File: config.mk
export PLATFORM = sky130hd
export DESIGN_NAME = instruct_issuer
export DESIGN_NICKNAME = d
export VERILOG_FILES = /design/src/rtl/coproc_pkg.sv /design/src/rtl/rd_capture.sv /design/src/rtl/instruct_issuer.sv
export SDC_FILE = /design/constraint.sdc
export NUM_CORES = 2
export LEC_CHECK = 0
export ABC_AREA = 1
export BUFFER_PORTS_ARGS = -buffer_cell sky130_fd_sc_hd__clkbuf_2
export CORE_UTILIZATION = 35
export DETAILED_ROUTE_END_ITERATION = 10
export GPL_ROUTABILITY_DRIVEN = 0
export GPL_TIMING_DRIVEN = 0
export HOLD_SLACK_MARGIN = 0.1
export PLACE_DENSITY = 0.54
export RECOVER_POWER = 100
export SYNTH_ARGS = -nofsm -noshare
export SYNTH_HDL_FRONTEND = slang
export SYNTH_SLANG_ARGS = --single-unit
export TNS_END_PERCENT = 30
File: constraint.sdc
create_clock -name clock -period 3.4 [get_ports clock]
set_clock_uncertainty 0.1 [all_clocks]
set_input_delay 0.17 -clock clock [delete_from_list [all_inputs] [get_ports clock]]
set_output_delay 0.17 -clock clock [all_outputs]
set_load 0.005 [all_outputs]
File: src/rtl/coproc_pkg.sv
// Shared definitions for the coprocessor host-side issuer: op encodings,
// the idle instruction word, payload/key length tables and the issuer FSM
// state encoding.
package coproc_pkg;

   localparam logic [1:0] OP_READ  = 2'd0;
   localparam logic [1:0] OP_WDATA = 2'd1;
   localparam logic [1:0] OP_WKEY  = 2'd2;
   localparam logic [1:0] OP_NOP   = 2'd3;

   // Op field 3 with everything else zero: the controller ignores it.
   localparam logic [31:0] IDLE_WORD = 32'hC000_0000;

   typedef enum logic [2:0] {
      ST_IDLE,
      ST_HDR,
      ST_GAP,
      ST_DATA,
      ST_WAIT,
      ST_RSP
   } state_t;

   // Number of payload words the controller expects for a write-data slot.
   function automatic logic [5:0] data_words(input logic [3:0] sel);
      logic [5:0] n;
      case (sel)
         4'd0, 4'd1, 4'd2, 4'd8, 4'd9: n = 6'd4;
         4'd5, 4'd6:                   n = 6'd8;
         4'd12, 4'd13, 4'd14:          n = 6'd5;
         4'd4:                         n = 6'd14;
         4'd7:                         n = 6'd2;
         default:                      n = 6'd1;
      endcase
      return n;
   endfunction

   // Number of cycles the controller spends loading a key slot.
   function automatic logic [5:0] key_words(input logic [3:0] sel);
      logic [5:0] n;
      case (sel)
         4'd0, 4'd1:       n = 6'd4;
         4'd2:             n = 6'd5;
         4'd3, 4'd4, 4'd5: n = 6'd32;
         default:          n = 6'd1;
      endcase
      return n;
   endfunction

endpackage

File: src/rtl/rd_capture.sv
// Read-path capture buffer: eight 32-bit words, each written by index.
// words_next shows the buffer contents including a write landing this
// cycle, so the issuer can publish the full response on the same edge that
// captures the final word.
module rd_capture (
   input  logic         clock,
   input  logic         clear,
   input  logic         wr_en,
   input  logic [2:0]   wr_idx,
   input  logic [31:0]  wr_data,
   output logic [255:0] words_next
);

   logic [31:0] mem [8];

   // Merge the pending write over the stored words.
   always_comb begin
      words_next = '0;
      for (int i = 0; i < 8; i++) begin
         if (wr_en && (wr_idx == 3'(i)))
            words_next[32*i +: 32] = wr_data;
         else
            words_next[32*i +: 32] = mem[i];
      end
   end

   // Store the merged view; clear empties the buffer.
   always_ff @(posedge clock) begin
      if (clear) begin
         for (int i = 0; i < 8; i++) mem[i] <= '0;
      end else begin
         for (int i = 0; i < 8; i++) mem[i] <= words_next[32*i +: 32];
      end
   end

endmodule

File: src/rtl/instruct_issuer.sv
// Host-side issuer for the coprocessor instruction-word port. Accepts one
// read / write-data / write-key request, emits header + gap + payload on
// instruct, waits out the controller's latency, captures read words and
// pulses rsp_valid on completion.
//
// Optional feature macro: ISSUER_ERR_EN adds the rsp_err port; op 3 and
// write-key with sel > 5 then complete with rsp_err set.
//
// Handshake: a request transfers on a rising edge where req_valid and
// req_ready are both high; request fields are registered then, and the
// inputs are ignored until req_ready returns high (one cycle after the
// rsp_valid pulse). HDR_GAP must be at least 1.
module instruct_issuer
   import coproc_pkg::*;
#(
   parameter int HDR_GAP  = 2,
   parameter int RD_LAT   = 1,
   parameter int RD_WORDS = 8
) (
   input  logic         clock,
   input  logic         reset,
   input  logic         req_valid,
   output logic         req_ready,
   input  logic [1:0]   req_op,
   input  logic [3:0]   req_sel,
   input  logic [255:0] req_data,
   output logic [31:0]  instruct,
   input  logic [31:0]  out_word,
   output logic         rsp_valid,
   output logic [255:0] rsp_data,
`ifdef ISSUER_ERR_EN
   output logic         rsp_err,
`endif
   output logic         busy
);

   localparam logic [5:0] GAP_LAST  = 6'(HDR_GAP - 1);
   localparam logic [5:0] RD_LAT6   = 6'(RD_LAT);
   localparam logic [5:0] RD_WORDS6 = 6'(RD_WORDS);
   localparam logic [5:0] RD_WAIT   = 6'(RD_LAT + RD_WORDS);

   state_t         state;
   logic [1:0]     op_r;
   logic [255:0]   data_r;
   logic [5:0]     pay_cnt;
   logic [5:0]     pay_len;
   logic [5:0]     wait_cnt;
   logic [5:0]     wait_last;
`ifdef ISSUER_ERR_EN
   logic           key_err_r;
`endif

   logic           cap_en;
   logic [5:0]     cap_off;
   logic [2:0]     cap_idx;
   logic [255:0]   cap_words;

   // Payload word k: request data for the first eight words, zero beyond.
   function automatic logic [31:0] payload_word(input logic [255:0] data,
                                                input logic [5:0] k);
      logic [31:0] w;
      if (k < 6'd8) w = data[32*k[2:0] +: 32];
      else          w = '0;
      return w;
   endfunction

   // Read capture window: WAIT cycles RD_LAT .. RD_LAT+RD_WORDS-1.
   always_comb begin
      cap_off = wait_cnt - RD_LAT6;
      cap_en  = (state == ST_WAIT) && (op_r == OP_READ) &&
                (wait_cnt >= RD_LAT6) && (cap_off < RD_WORDS6);
      cap_idx = cap_off[2:0];
   end

   rd_capture u_rd_capture (
      .clock      (clock),
      .clear      (reset),
      .wr_en      (cap_en),
      .wr_idx     (cap_idx),
      .wr_data    (out_word),
      .words_next (cap_words)
   );

   // Issuer FSM with all outputs registered.
   always_ff @(posedge clock) begin
      if (reset) begin
         state     <= ST_IDLE;
         instruct  <= IDLE_WORD;
         rsp_valid <= 1'b0;
         rsp_data  <= '0;
         req_ready <= 1'b1;
         busy      <= 1'b0;
         op_r      <= OP_READ;
         data_r    <= '0;
         pay_cnt   <= '0;
         pay_len   <= '0;
         wait_cnt  <= '0;
         wait_last <= '0;
`ifdef ISSUER_ERR_EN
         rsp_err   <= 1'b0;
         key_err_r <= 1'b0;
`endif
      end else begin
         case (state)
            ST_IDLE: begin
               if (req_valid && req_ready) begin
                  op_r      <= req_op;
                  data_r    <= req_data;
                  req_ready <= 1'b0;
                  busy      <= 1'b1;
                  pay_cnt   <= '0;
                  wait_cnt  <= '0;
                  pay_len   <= data_words(req_sel);
                  case (req_op)
                     OP_READ:  wait_last <= RD_WAIT - 6'd1;
                     OP_WDATA: wait_last <= 6'd1;
                     default:  wait_last <= key_words(req_sel);
                  endcase
`ifdef ISSUER_ERR_EN
                  key_err_r <= (req_op == OP_WKEY) && (req_sel > 4'd5);
`endif
                  if (req_op == OP_NOP) begin
                     // Nothing goes to the controller; complete at once.
                     state     <= ST_RSP;
                     rsp_valid <= 1'b1;
`ifdef ISSUER_ERR_EN
                     rsp_err   <= 1'b1;
`endif
                  end else begin
                     state    <= ST_HDR;
                     instruct <= {req_op, 26'b0, req_sel};
                  end
               end
            end

            ST_HDR: begin
               instruct <= IDLE_WORD;
               wait_cnt <= '0;
`ifdef ISSUER_ERR_EN
               if (key_err_r) begin
                  // Invalid key slot: header has gone out, report error.
                  state     <= ST_RSP;
                  rsp_valid <= 1'b1;
                  rsp_err   <= 1'b1;
               end else begin
                  state <= ST_GAP;
               end
`else
               state <= ST_GAP;
`endif
            end

            ST_GAP: begin
               if (wait_cnt == GAP_LAST) begin
                  wait_cnt <= '0;
                  if (op_r == OP_WDATA) begin
                     state    <= ST_DATA;
                     instruct <= payload_word(data_r, 6'd0);
                     pay_cnt  <= 6'd1;
                  end else begin
                     state <= ST_WAIT;
                  end
               end else begin
                  wait_cnt <= wait_cnt + 6'd1;
               end
            end

            ST_DATA: begin
               if (pay_cnt == pay_len) begin
                  state    <= ST_WAIT;
                  instruct <= IDLE_WORD;
                  wait_cnt <= '0;
               end else begin
                  instruct <= payload_word(data_r, pay_cnt);
                  pay_cnt  <= pay_cnt + 6'd1;
               end
            end

            ST_WAIT: begin
               if (wait_cnt == wait_last) begin
                  state     <= ST_RSP;
                  rsp_valid <= 1'b1;
                  if (op_r == OP_READ) rsp_data <= cap_words;
               end else begin
                  wait_cnt <= wait_cnt + 6'd1;
               end
            end

            ST_RSP: begin
               state     <= ST_IDLE;
               rsp_valid <= 1'b0;
               req_ready <= 1'b1;
               busy      <= 1'b0;
`ifdef ISSUER_ERR_EN
               rsp_err   <= 1'b0;
`endif
            end

            default: begin
               state     <= ST_IDLE;
               instruct  <= IDLE_WORD;
               rsp_valid <= 1'b0;
               req_ready <= 1'b1;
               busy      <= 1'b0;
            end
         endcase
      end
   end

endmodule

# Word-level counts from Yosys, hierarchy flattened
# Memory sizes are Yosys's and may differ from the RTL's. A register that Yosys moved wholly into a read port is not among the register bits.
# Cells that the tools add are included.
# op_classes
n_addsub,3
order_cmp,3
eq_ne,32
shifts,1
muxes,52
bitwise,11
reduce_logical,32
# op_table
op,n
32-bit two-way mux,22
256-bit by 9-bit variable part select with 32-bit output,1
32-bit one-hot mux with 4 select lines,1
6-bit two-way mux,7
6-bit one-hot mux with 3 select lines,2
6-bit one-hot mux with 5 select lines,1
"3-bit == test, second input constant",6
3-bit two-way mux,6
"2-bit inequality test, second input constant",8
3-bit one-hot mux with 5 select lines,1
"6-bit by 1-bit adder with 6-bit output, second input constant",2
"3-bit by 2-bit == test with 1-bit output, second input constant",4
6-bit == test,2
1-bit logical AND,12
"6-bit by 4-bit < comparator with 1-bit output, second input constant",2
6-bit one-hot mux with 2 select lines,1
4-bit AND reduction,3
5-bit AND reduction,2
"4-bit by 2-bit == test with 1-bit output, second input constant",2
"4-bit by 3-bit == test with 1-bit output, second input constant",2
1-bit two-way mux,8
1-bit bitwise OR,8
"3-bit by 1-bit == test with 1-bit output, second input constant",2
"6-bit by 1-bit == test with 1-bit output, second input constant",1
other kinds (19),28
# word_totals
register_bits,576
mem_bits_rw,256
romBits,64
in_bits,297
out_inout_bits,291
wordCells,148
n_memories,2
# mem_list
name,depth,word_bits,rd,rd_clocked_by_memory_dff,write_ports,line_no,source
u_rd_capture.mem,8,32,8,0,8,rd_capture.sv:14,logic [31:0] mem [8];
(name not given),16,4,1,1,0,coproc_pkg.sv:26,case (sel)

# Depth between registers and ports, before layout
# depth
depth_word,7
mapped_depth,13
mapped_depth_nobuf,11

# Cells and area by module
# A second synthesis with hierarchy kept.
# hier_totals
cells_unflattened,5268
hier_area_um2,35544.1
# by_module_without_submodules
mod,n_inst,cells_each,area_per_inst_um2,seq_area_each_um2
instruct_issuer,1,3327,23894.2,11451.0
rd_capture,1,1941,11649.9,5124.9

# Least setup slack after synthesis
# Ideal clock, no wire load.
# synth_timing
kind,reg-to-reg
start,register wait_cnt[0]
end,register rsp_data[10]
setup_time_ns,0.109
arrival_time_ns,1.918
t_required_ns,3.191
setup_slack_ns,1.273
path_stages_with_launch,12
n_path_buf,1
synth_period_minus_slack_ns,2.127
path_cell_list,dfxtp_1 -> inv_1 -> ha_1 -> xnor2_2 -> inv_2 -> nor2_1 -> nand3_2 -> clkbuf_1 -> nand2_1 -> nand3_1 -> nand2_1 -> inv_1
# synth_between
elab_chain_cells,5
elab_cells_between_ends,10
classes_between,add/sub (1); order compare (2); eq/ne (1); mux (1); reduce/logical (5)
# synth_rtl
element,line_no,source
"start, declared",instruct_issuer.sv:47,logic [5:0] wait_cnt;
"start signal, assigned",instruct_issuer.sv:164,wait_cnt <= wait_cnt + 6'd1;
"start signal, assigned",instruct_issuer.sv:185,wait_cnt <= wait_cnt + 6'd1;
6-bit by 1-bit subtractor with 6-bit output or 6-bit by 1-bit greater-or-equal comparator with 1-bit output (tied branches),"instruct_issuer.sv:69, instruct_issuer.sv:71",
6-bit by 4-bit < comparator with 1-bit output or 1-bit logical AND (tied branches),"instruct_issuer.sv:71, instruct_issuer.sv:70",
1-bit logical AND,instruct_issuer.sv:71,(wait_cnt >= RD_LAT6) && (cap_off < RD_WORDS6);
1-bit logical AND,rd_capture.sv:20,if (wr_en && (wr_idx == 3'(i)))
32-bit two-way mux,rd_capture.sv:20,
"end signal, assigned",instruct_issuer.sv:183,if (op_r == OP_READ) rsp_data <= cap_words;
"end, declared",instruct_issuer.sv:30,"output logic [255:0] rsp_data,"
# Several ways; a longest one is shown, not always the timed one.
# A chain may end at the register's enable or synchronous reset.

# Final worst setup path
# layout_timing
start,register wait_cnt[0]
end,register rsp_data[235]
# The elaborated chain is that of the path after synthesis.

==> out/summary.json <==
{
  "outcome": "finished, final reports clean",
  "rrSetupSlack_ns": 0.21,
  "slowest_cell_on_the_critical_path": "nor2_1",
  "detail_route.iter0.violations": 3359,
  "hold_path_class": "input port to flop",
  "area_growth_syn_to_fin_pct": 29.7,
  "max_freq_mhz": 313,
  "critical_path.max_fanout": 10,
  "finalHoldViolations": 0,
  "final_setup_violation_count": 0,
  "number_of_antenna_violations_at_the_first_check_in_global_routing": 8,
  "synth_ff_type": "dfxtp_1",
  "slew_viol_final": 0,
  "post_dp_cell_area_mm2": 0.0394,
  "path_buf_inv": 3,
  "worstSkewPairLatency_ns": 0.69,
  "avgViaCountPerCell": 5.21,
  "die_area_mm2": 0.101,
  "cts.repair.resized": 0,
  "critical_path.endpoint_type": "flop",
  "nNetsFinal": 5919,
  "design_area_mm2": 0.0454,
  "cts_tree": "built",
  "yosysWarningCount": 0,
  "floorplan_core_area_mm2": 0.0987,
  "drt-pass1-iter-count": 6,
  "floorplan.io_pins": 588,
  "drc": 0,
  "power-per-cell-area_mw_per_mm2": 745,
  "fin_cells": 6983,
  "die_x_um": 318,
  "synth_fp_nets": 4972,
  "synth-edff-count": 0,
  "core.rowCount": 115,
  "post-dp-hpwl_mm": 108,
  "critical_path.top_delay_family": "simple AND/OR/NAND/NOR gates",
  "setup_repair_after_global_routing_missed_its_margin": "false",
  "cts_buffers": 93,
  "crit_start": "wait_cnt[0]$_SDFFE_PP0P_",
  "share_of_the_yosys_chip_area_belonging_to_registers": 0.474,
  "clk_root_buffer_cell": "clkbuf_16",
  "final_period_minus_worst_setup_slack_ns": 3.19,
  "drive_above_1_share": 0.124,
  "maximum_number_of_pins_on_one_net_before_global_route_repair": 15,
  "cts_post_setup_buffers_inserted": 0,
  "worst_pin_slew_ns": 1.08,
  "worst_setup_path_start_kind": "flop",
  "wire_per_inst_um": 21.4,
  "yosys_register_bits": 828,
  "grt-ovfl-total": 0,
  "netlist.area_leader.share": 0.474,
  "setup.worst_path.class": "flop to flop",
  "timing.final.ws_setup_ns": 0.205,
  "yosys-top-cells-area": "dfxtp_1 (47%), nand2_1 (9.3%), a21oi_1 (7.4%)",
  "die_height_um": 318,
  "critical_path.max_stage_delay_ns": 0.68,
  "finalSetupTns_ns": 0,
  "ir_worst_vdd_uv": 404,
  "clock_tree.htree_level_count": 3,
  "ctsLongestPathBuffers": 3,
  "crit-reg2reg-launch": "wait_cnt[0]$_SDFFE_PP0P_",
  "post-route-period-util": 0.940,
  "wl_mm": 149,
  "dr_total_vias": 36400,
  "global_route_wire_length_before_repair_mm": 215,
  "synth.most_common_cell": "nand2_1",
  "fillerInstances": 10100,
  "netlist_area_before_placement_mm2": 0.0350,
  "placed_cells_incl_taps": 6505,
  "async_flop_share": 0,
  "postRouteAntennaNets": 0,
  "synth.lib_cells_used.distinct": 32,
  "placement.io_buffers": 555,
  "hold_path.startpoint": "req_data[196]",
  "timing.slew.headroom": 0.280,
  "report.power.total_mw": 33.8,
  "maxCapViolCount": 0,
  "cts.sinks": 828,
  "cts.clk_slew.worst_paths_ns": 0.06,
  "leakage_nw": 19.3,
  "cp_data_arrival_time_ns": 3.68,
  "dp_slack_ns": 0.307,
  "globalRouteTotalUtil": 0.284,
  "grt_pass1_vias": 33800,
  "fin_worst_hold_slack_ns": 0.154,
  "synthesis.area_per_instance_um2": 7.50,
  "post_synth_inst_count": 4663,
  "fin_util": 0.460,
  "starting_density_of_the_core": 0.354,
  "ys_top_cells_by_count": "nand2_1 (868), dfxtp_1 (828), a21oi_1 (518)",
  "critical_path.cell_chain": "inv_1 > ha_1 > xnor2_2 > nor2_1 > nand3_1 > clkbuf_1 > nand2_1 > nand3_1 > nand2_1 > inv_1",
  "yosys.area.top_type": "dfxtp_1",
  "worst_ep_required_time_ns": 3.89
}
-- sequential cells by signal, summed over array words and instances (netlist names), 2 cells and up --
register	count
data_r	256
instruct	32
op_r	2
pay_cnt	6
pay_len	4
rsp_data	256
state	3
u_rd_capture.mem	256
wait_cnt	6
wait_last	4
-- where the power goes --
part | switching (mW) | internal, mW | total [mW]
sequential | 1.02 | 11.6 | 12.6
clock | 4.36 | 6.34 | 10.7
combinational | 7.01 | 3.47 | 10.5
total | 12.4 | 21.4 | 33.8
-- worst paths after layout --
path | cells past startpoint | endpoint
hold / removal | 4 | data_r[196]$_SDFFE_PP0P_
setup reg to reg | 10 | rsp_data[235]$_SDFFE_PP0P_
setup / recovery | 10 | rsp_data[235]$_SDFFE_PP0P_
hold reg to reg | 2 | data_r[89]$_SDFFE_PP0P_
-- repair_timing --
item | in CTS | in global routing
hold endpoints to repair | 570 | 0
hold buffers | 297 | 0
endpoints found under the setup margin | 0 | 0
-- metal layers --
metal,up-vias,wire (um),GRT usage
met5,-,33,0
met4,4,8400,0.153
met3,384,11700,0.0577
met2,1547,68400,0.462
met1,17000,61000,0.354
li1,17400,-,-
-- placed cells by master, fill, tap and decap left out, types with 11 or more instances in the layout --
cell / netlist / routed
nand4_1: 261 / 261
inv_1: 489 / 490
clkbuf_2: 16 / 422
clkbuf_8: 0 / 26
dfxtp_1: 828 / 828
clkbuf_1: 216 / 428
nor2_1: 206 / 210
ha_1: 12 / 12
o21ai_0: 283 / 283
nand3_1: 397 / 400
dlygate4sd3_1: 0 / 297
clkinv_2: 0 / 16
a21oi_1: 518 / 518
buf_1: 15 / 14
o21bai_1: 29 / 29
o21a_1: 257 / 257
buf_4: 11 / 11
nand2_1: 868 / 868
buf_6: 12 / 12
o211ai_1: 54 / 54
buf_2: 138 / 96
clkbuf_16: 0 / 93
-- final cells by class --
| class | instances | area (um^2) | area share |
|---|---|---|---|
| inverters | 498 | 1870 | 0.0412 |
| well taps | 1287 | 1610 | 0.0355 |
| diodes | 8 | 20.0 | 0.000441 |
| repair buffers | 852 | 5540 | 0.122 |
| clock inverters | 34 | 507 | 0.0112 |
| flip-flops and latches | 828 | 16600 | 0.365 |
| plain buffers | 408 | 1820 | 0.0402 |
| clock buffers | 139 | 2760 | 0.0608 |
| multi-input cells | 2929 | 14700 | 0.323 |
-- logic make-up after synthesis --
kind of cell    share of synthesized area
flops                               0.474
fa+ha+maj                         0.00429
simple gates                        0.223
xor+xnor                          0.00222
compound gates                      0.190
buf+inv                             0.106
-- worst register-to-register path, stage by stage, from the launching register on --
cell and delay [ns]:
dfxtp_1 0.49, inv_1 0.21, ha_1 0.28, xnor2_2 0.17, nor2_1 0.68, nand3_1 0.40
clkbuf_1 0.34, nand2_1 0.15, nand3_1 0.15, nand2_1 0.10, inv_1 0.04
(Power assumes the default switching activity.)
